$ cat src/rtl/priority_index_decoder_pkg.sv
// Shared types and helpers for the index-to-one-hot decoder and its strobe stretcher.
package priority_index_decoder_pkg;

  localparam int DEC_N_DEFAULT    = 4;
  localparam int DEC_HOLD_DEFAULT = 3;
  localparam int DEC_MAX_N        = 64;

  typedef enum logic {
    IDLE = 1'b0,
    HOLD = 1'b1
  } dec_state_t;

  // Mask is all-zero when the index does not name one of the n lines.
  function automatic logic [DEC_MAX_N-1:0] onehot_of(input int unsigned index,
                                                     input int unsigned n);
    logic [DEC_MAX_N-1:0] mask;
    mask = {{(DEC_MAX_N-1){1'b0}}, 1'b1} << index;
    if (index >= n) mask = '0;
    return mask;
  endfunction

endpackage

$ cat src/rtl/priority_index_decoder_hold_counter.sv
// Loadable down-counter with a zero flag; stops at zero rather than wrapping.
module hold_counter #(
  parameter int W = 2
) (
  input  logic         clk,
  input  logic         rst,
  input  logic         clr,
  input  logic         load,
  input  logic [W-1:0] load_val,
  input  logic         dec,
  output logic         zero
);

  logic [W-1:0] cnt_q;
  logic [W-1:0] cnt_d;

  always_comb begin
    cnt_d = cnt_q;
    if (clr)                       cnt_d = '0;
    else if (load)                 cnt_d = load_val;
    else if (dec && cnt_q != '0)   cnt_d = cnt_q - 1'b1;
  end

  always_ff @(posedge clk or posedge rst) begin
    if (rst) cnt_q <= '0;
    else     cnt_q <= cnt_d;
  end

  assign zero = (cnt_q == '0);

endmodule

$ cat src/rtl/priority_index_decoder.sv
// Decodes an accepted index into a registered one-hot strobe held for HOLD_CYCLES cycles.
module priority_index_decoder
  import priority_index_decoder_pkg::*;
#(
  parameter int N           = DEC_N_DEFAULT,
  parameter int IDX_W       = 2,
  parameter int HOLD_CYCLES = DEC_HOLD_DEFAULT
) (
  input  logic             clk,
  input  logic             rst,
  input  logic             en,
  input  logic             in_valid,
  input  logic [IDX_W-1:0] in_index,
  output logic             in_ready,
  output logic [N-1:0]     out_onehot,
  output logic             out_valid,
  output logic             busy,
  output logic             err
);

  localparam int                CNT_W    = $clog2(HOLD_CYCLES + 1);
  localparam logic [CNT_W-1:0]  CNT_LOAD = CNT_W'(HOLD_CYCLES - 1);

  dec_state_t              state_q, state_d;
  logic [N-1:0]            onehot_q, onehot_d;
  logic                    busy_q, busy_d;
  logic                    err_q, err_d;
  logic                    cnt_clr, cnt_load, cnt_dec, cnt_zero;
  logic                    accept, in_range;
  logic [DEC_MAX_N-1:0]    mask_full;

  assign mask_full = onehot_of(32'(in_index), N);
  assign in_range  = |mask_full;
  assign in_ready  = en && (state_q == IDLE || (state_q == HOLD && cnt_zero));
  assign accept    = in_valid && in_ready;

  hold_counter #(.W(CNT_W)) u_hold (
    .clk      (clk),
    .rst      (rst),
    .clr      (cnt_clr),
    .load     (cnt_load),
    .load_val (CNT_LOAD),
    .dec      (cnt_dec),
    .zero     (cnt_zero)
  );

  always_comb begin
    state_d  = state_q;
    onehot_d = onehot_q;
    busy_d   = busy_q;
    err_d    = 1'b0;
    cnt_clr  = 1'b0;
    cnt_load = 1'b0;
    cnt_dec  = 1'b0;
    if (!en) begin
      state_d  = IDLE;
      onehot_d = '0;
      busy_d   = 1'b0;
      cnt_clr  = 1'b1;
    end else if (accept && in_range) begin
      state_d  = HOLD;
      onehot_d = mask_full[N-1:0];
      busy_d   = 1'b1;
      cnt_load = 1'b1;
    end else begin
      // An out-of-range request is consumed but only flags err; a running strobe ends on time.
      err_d = accept;
      if (state_q == HOLD) begin
        if (cnt_zero) begin
          state_d  = IDLE;
          onehot_d = '0;
          busy_d   = 1'b0;
        end else begin
          cnt_dec = 1'b1;
        end
      end
    end
  end

  always_ff @(posedge clk or posedge rst) begin
    if (rst) begin
      state_q  <= IDLE;
      onehot_q <= '0;
      busy_q   <= 1'b0;
      err_q    <= 1'b0;
    end else begin
      state_q  <= state_d;
      onehot_q <= onehot_d;
      busy_q   <= busy_d;
      err_q    <= err_d;
    end
  end

  assign out_onehot = onehot_q;
  assign out_valid  = busy_q;
  assign busy       = busy_q;
  assign err        = err_q;

endmodule

$ cat config.mk
export PLATFORM = sky130hd
export DESIGN_NAME = priority_index_decoder
export DESIGN_NICKNAME = d
export VERILOG_FILES = /design/src/rtl/priority_index_decoder_pkg.sv /design/src/rtl/priority_index_decoder_hold_counter.sv /design/src/rtl/priority_index_decoder.sv
export SDC_FILE = /design/constraint.sdc
export NUM_CORES = 1
export LEC_CHECK = 0
export BUFFER_PORTS_ARGS = -buffer_cell sky130_fd_sc_hd__buf_2
export CAP_MARGIN = 10
export CORE_AREA = 4 4 41 43
export DETAILED_ROUTE_END_ITERATION = 6
export DIE_AREA = 0 0 45 47
export GPL_ROUTABILITY_DRIVEN = 0
export GPL_TIMING_DRIVEN = 0
export PLACE_DENSITY = 0.58
export SYNTH_ARGS = -nofsm -noshare
export SYNTH_HDL_FRONTEND = slang
export SYNTH_HIERARCHICAL = 1
export SYNTH_SLANG_ARGS = --single-unit
$ cat constraint.sdc
create_clock -name clk -period 1.3 [get_ports clk]
set_input_delay 0.13 -clock clk [delete_from_list [all_inputs] [get_ports clk]]
set_output_delay 0.13 -clock clk [all_outputs]
set_load 0.05 [all_outputs]
==> summary.txt <==
Global route
  – Global-route wire length before repair: approximately 1500 um
  – Antenna violations before repair: 0
  – Vias in the first global route: between 300 and 400
  – GR Overflow Total: 0
  – Largest net degree at the start of global routing: 8
  – Total track usage: 10.07%

STA
  – Hold Vio Cnt, Final: 0
  – Endpoints failing setup: 2
  – Worst clock skew: 0.004547 ns
  – RSZ-0062 raised after global routing: yes
  – Slew Limit Fails: 0
  – Final critical-path required period: roughly 1.4 ns
  – Setup WS post-layout: -0.07694 ns
  – Period Utilization, post-route: 105.9%
  – Max Clock Freq: just over 0.7 GHz

Placed design
  – Port buffer count: 13
  – DP Area: about 570 um2
  – Pre-CTS setup slack: -0.1148 ns
  – Cell Count Post-Placement: 72
  – HPWL Detailed: around 680 um

Layout
  – Final #Nets: 73
  – Area grow syn2layout: 38.03%
  – Finished Core Util: 49.90%
  – Fillers: about 140
  – Most common cell after layout, fill and taps aside: buf_2
  – Non-Filler Instances: 80
  – Post-route cell area: around 650 um2
  – Area of the multi-input gates: between 200 and 250 um2
  – # diodes: 0
  – Reg area: 225.2 um2
  – Layout cells sized above 1: 58.46%
  – Most frequent cells in the layout: buf_2, dfrtp_1, inv_1

Worst setup path
  – Worst Path Arrival: 1.25 ns
  – Endpoint class of the critical path: output pin
  – Req. time, crit path: 1.17 ns
  – CP Class: flop to output pin
  – Critical Path Source Type: flop
  – CP max FO: 4

Yosys
  – Post-Syn Area: ~470 um2
  – Top_reg_cell synth: dfrtp_1
  – Count of different cell masters after synthesis: 21
  – Synth top area share: a little under half
  – Post-synth EDFFs: 0
  – Post-synth top area cell: dfrtp_1
  – Dominant cells by area after synthesis: dfrtp_1, a32o_2, inv_1
  – Warnings from Yosys: 6
  – Share of the yosys chip area belonging to registers: a little under half
  – Async S/R FF share, synth: 100.0%
  – FF+latch count, synth: 9
  – Avg Cell Area, Syn: roughly 11 um2
  – Syn Inst Count: 43

Clock tree
  – Clock network latency to the later pin of the worst-skew pair: about 0.25 ns
  – Clock Tree Buf Depth: 2
  – CTS tree: done
  – TritonCTS buffer count: 3
  – CTS root buf: clkbuf_4
  – Clock sinks: 9
  – CTS clk-pin slew, worst paths: ~0.060 ns
  – Htree depth: 1

Detailed routing
  – Routed vias: between 300 and 400
  – Vias/cell: about 4.7
  – Antenna-violating nets left: 0
  – Wire per inst: 10.76 um
  – Starting DRC count in detailed routing: 4
  – Detailed Route WL: ~860 um
  – Router iterations before antenna repair: 4
  – DRC violations left: 0

Power and ir drop
  – VDD IR-drop max: 0.8284 mV
  – Leak pwr: around 0.36 nW
  – PwrDens: around 1100 nW/um2
  – Final Power: ~690 uW

Outcome
  – Status: finished, violations left
  – Violated checks: setup timing

Floorplan
  – Row count: 13
  – Die Wd: about 45 um
  – Ports: 14
  – Die height: between 40 and 50 um
  – Initial Utilization: between 30% and 40%
  – Core region area: around 1300 um2
  – Die area: between 2000 and 2500 um2

Hold path
  – Hold WC Path Type: input port to flop

Job
  – Reported max-cap violation count: 0
## cells in the mapped netlist (2+ instances only)
cell type and instances:
nor2_1 2, a21oi_1 2, inv_1 9, dfrtp_1 9
a32o_2 4, conb_1 2
## what timing repair did
| item | CTS | global route |
|---|---|---|
| cloned | 0 | 0 |
| buffers inserted | 3 | 1 |
| hold endpoints to repair | 9 | 0 |
| hold buffers | 1 | 0 |
| gates resized for setup | 5 | 2 |
| setup endpoints to repair | 8 | 8 |
| pin swaps | 3 | 4 |
## power by group
part | total [mW] | internal, mW | switching [mW]
combinational | 0.179 | 0.0730 | 0.106
clock | 0.204 | 0.118 | 0.0867
sequential | 0.305 | 0.295 | 0.00948
total | 0.688 | 0.486 | 0.202
## layer usage
| metal | up-vias | global-route usage [%] | share of wire (%) | wire length [um] |
|---|---|---|---|---|
| met5 | - | 0 | 0 | 0 |
| met4 | 0 | 1.754 | 0 | 0 |
| met3 | 0 | 6.897 | 7.1 | 61 |
| met2 | 9 | 17.51 | 53 | 460 |
| met1 | 179 | 10.12 | 39 | 338 |
| li1 | 184 | - | - | - |
## worst max-delay path, stage by stage (launching register included)
cell,delay [ns]
dfrtp_1,0.37
inv_2,0.05
ha_4,0.15
nand2b_4,0.15
and2_4,0.14
buf_8,0.14
## registers in the layout, indices dropped and copies added (netlist names)
name	flops
out_onehot	4
u_hold/cnt_q	2
busy	1
err	1
state_q	1
## per-stage QoR
stage	hold slack [ns]	TNS (ns)
floorplan	-0.1288	-0.1377
finish	0.1255	-0.1093
global placement	-0.01092	-0.5342
global route	0.1252	-0.5307
detailed placement	-0.01054	-0.5635
CTS	0.1116	-0.1928
## area by class of cell
| type | count | area share, % |
|---|---|---|
| clock buffer | 4 | 4.046 |
| inverter | 9 | 5.588 |
| buffer | 1 | 1.156 |
| timing repair buffer | 18 | 17.73 |
| tap | 15 | 2.890 |
| sequential | 9 | 34.68 |
| multi-input combinational | 24 | 33.91 |
## kinds of logic (layout without fill, tap and decap cells)
group                      count (synthesis)  after routing  synth area share [%]
other                                      2              3                 1.596
xor gates and xnor gates                   1              1                 1.862
and+or+nand+nor                            9              9                 15.16
AOI/OAI and AO/OA                         10             10                 19.68
DFF                                        9              9                 47.87
buffers and inverters                     11             32                 11.17
adders and majority gates                  1              1                 2.659
## path summary, 6_finish.rpt
check                                     start  slack (ns)  depth (start not counted)               to
worst min-delay path                   in_valid        0.13                          3          state_q
worst max register to register  u_hold/cnt_q[1]       -0.03                          7  u_hold/cnt_q[0]
min in group asynchronous                   rst        0.28                          3  u_hold/cnt_q[0]
max in group asynchronous                   rst        0.74                          3              err
worst max-delay path            u_hold/cnt_q[1]       -0.08                          5         in_ready
worst min register to register    out_onehot[2]        0.49                          1    out_onehot[2]
Note: power is estimated with default switching activity, not from simulation.
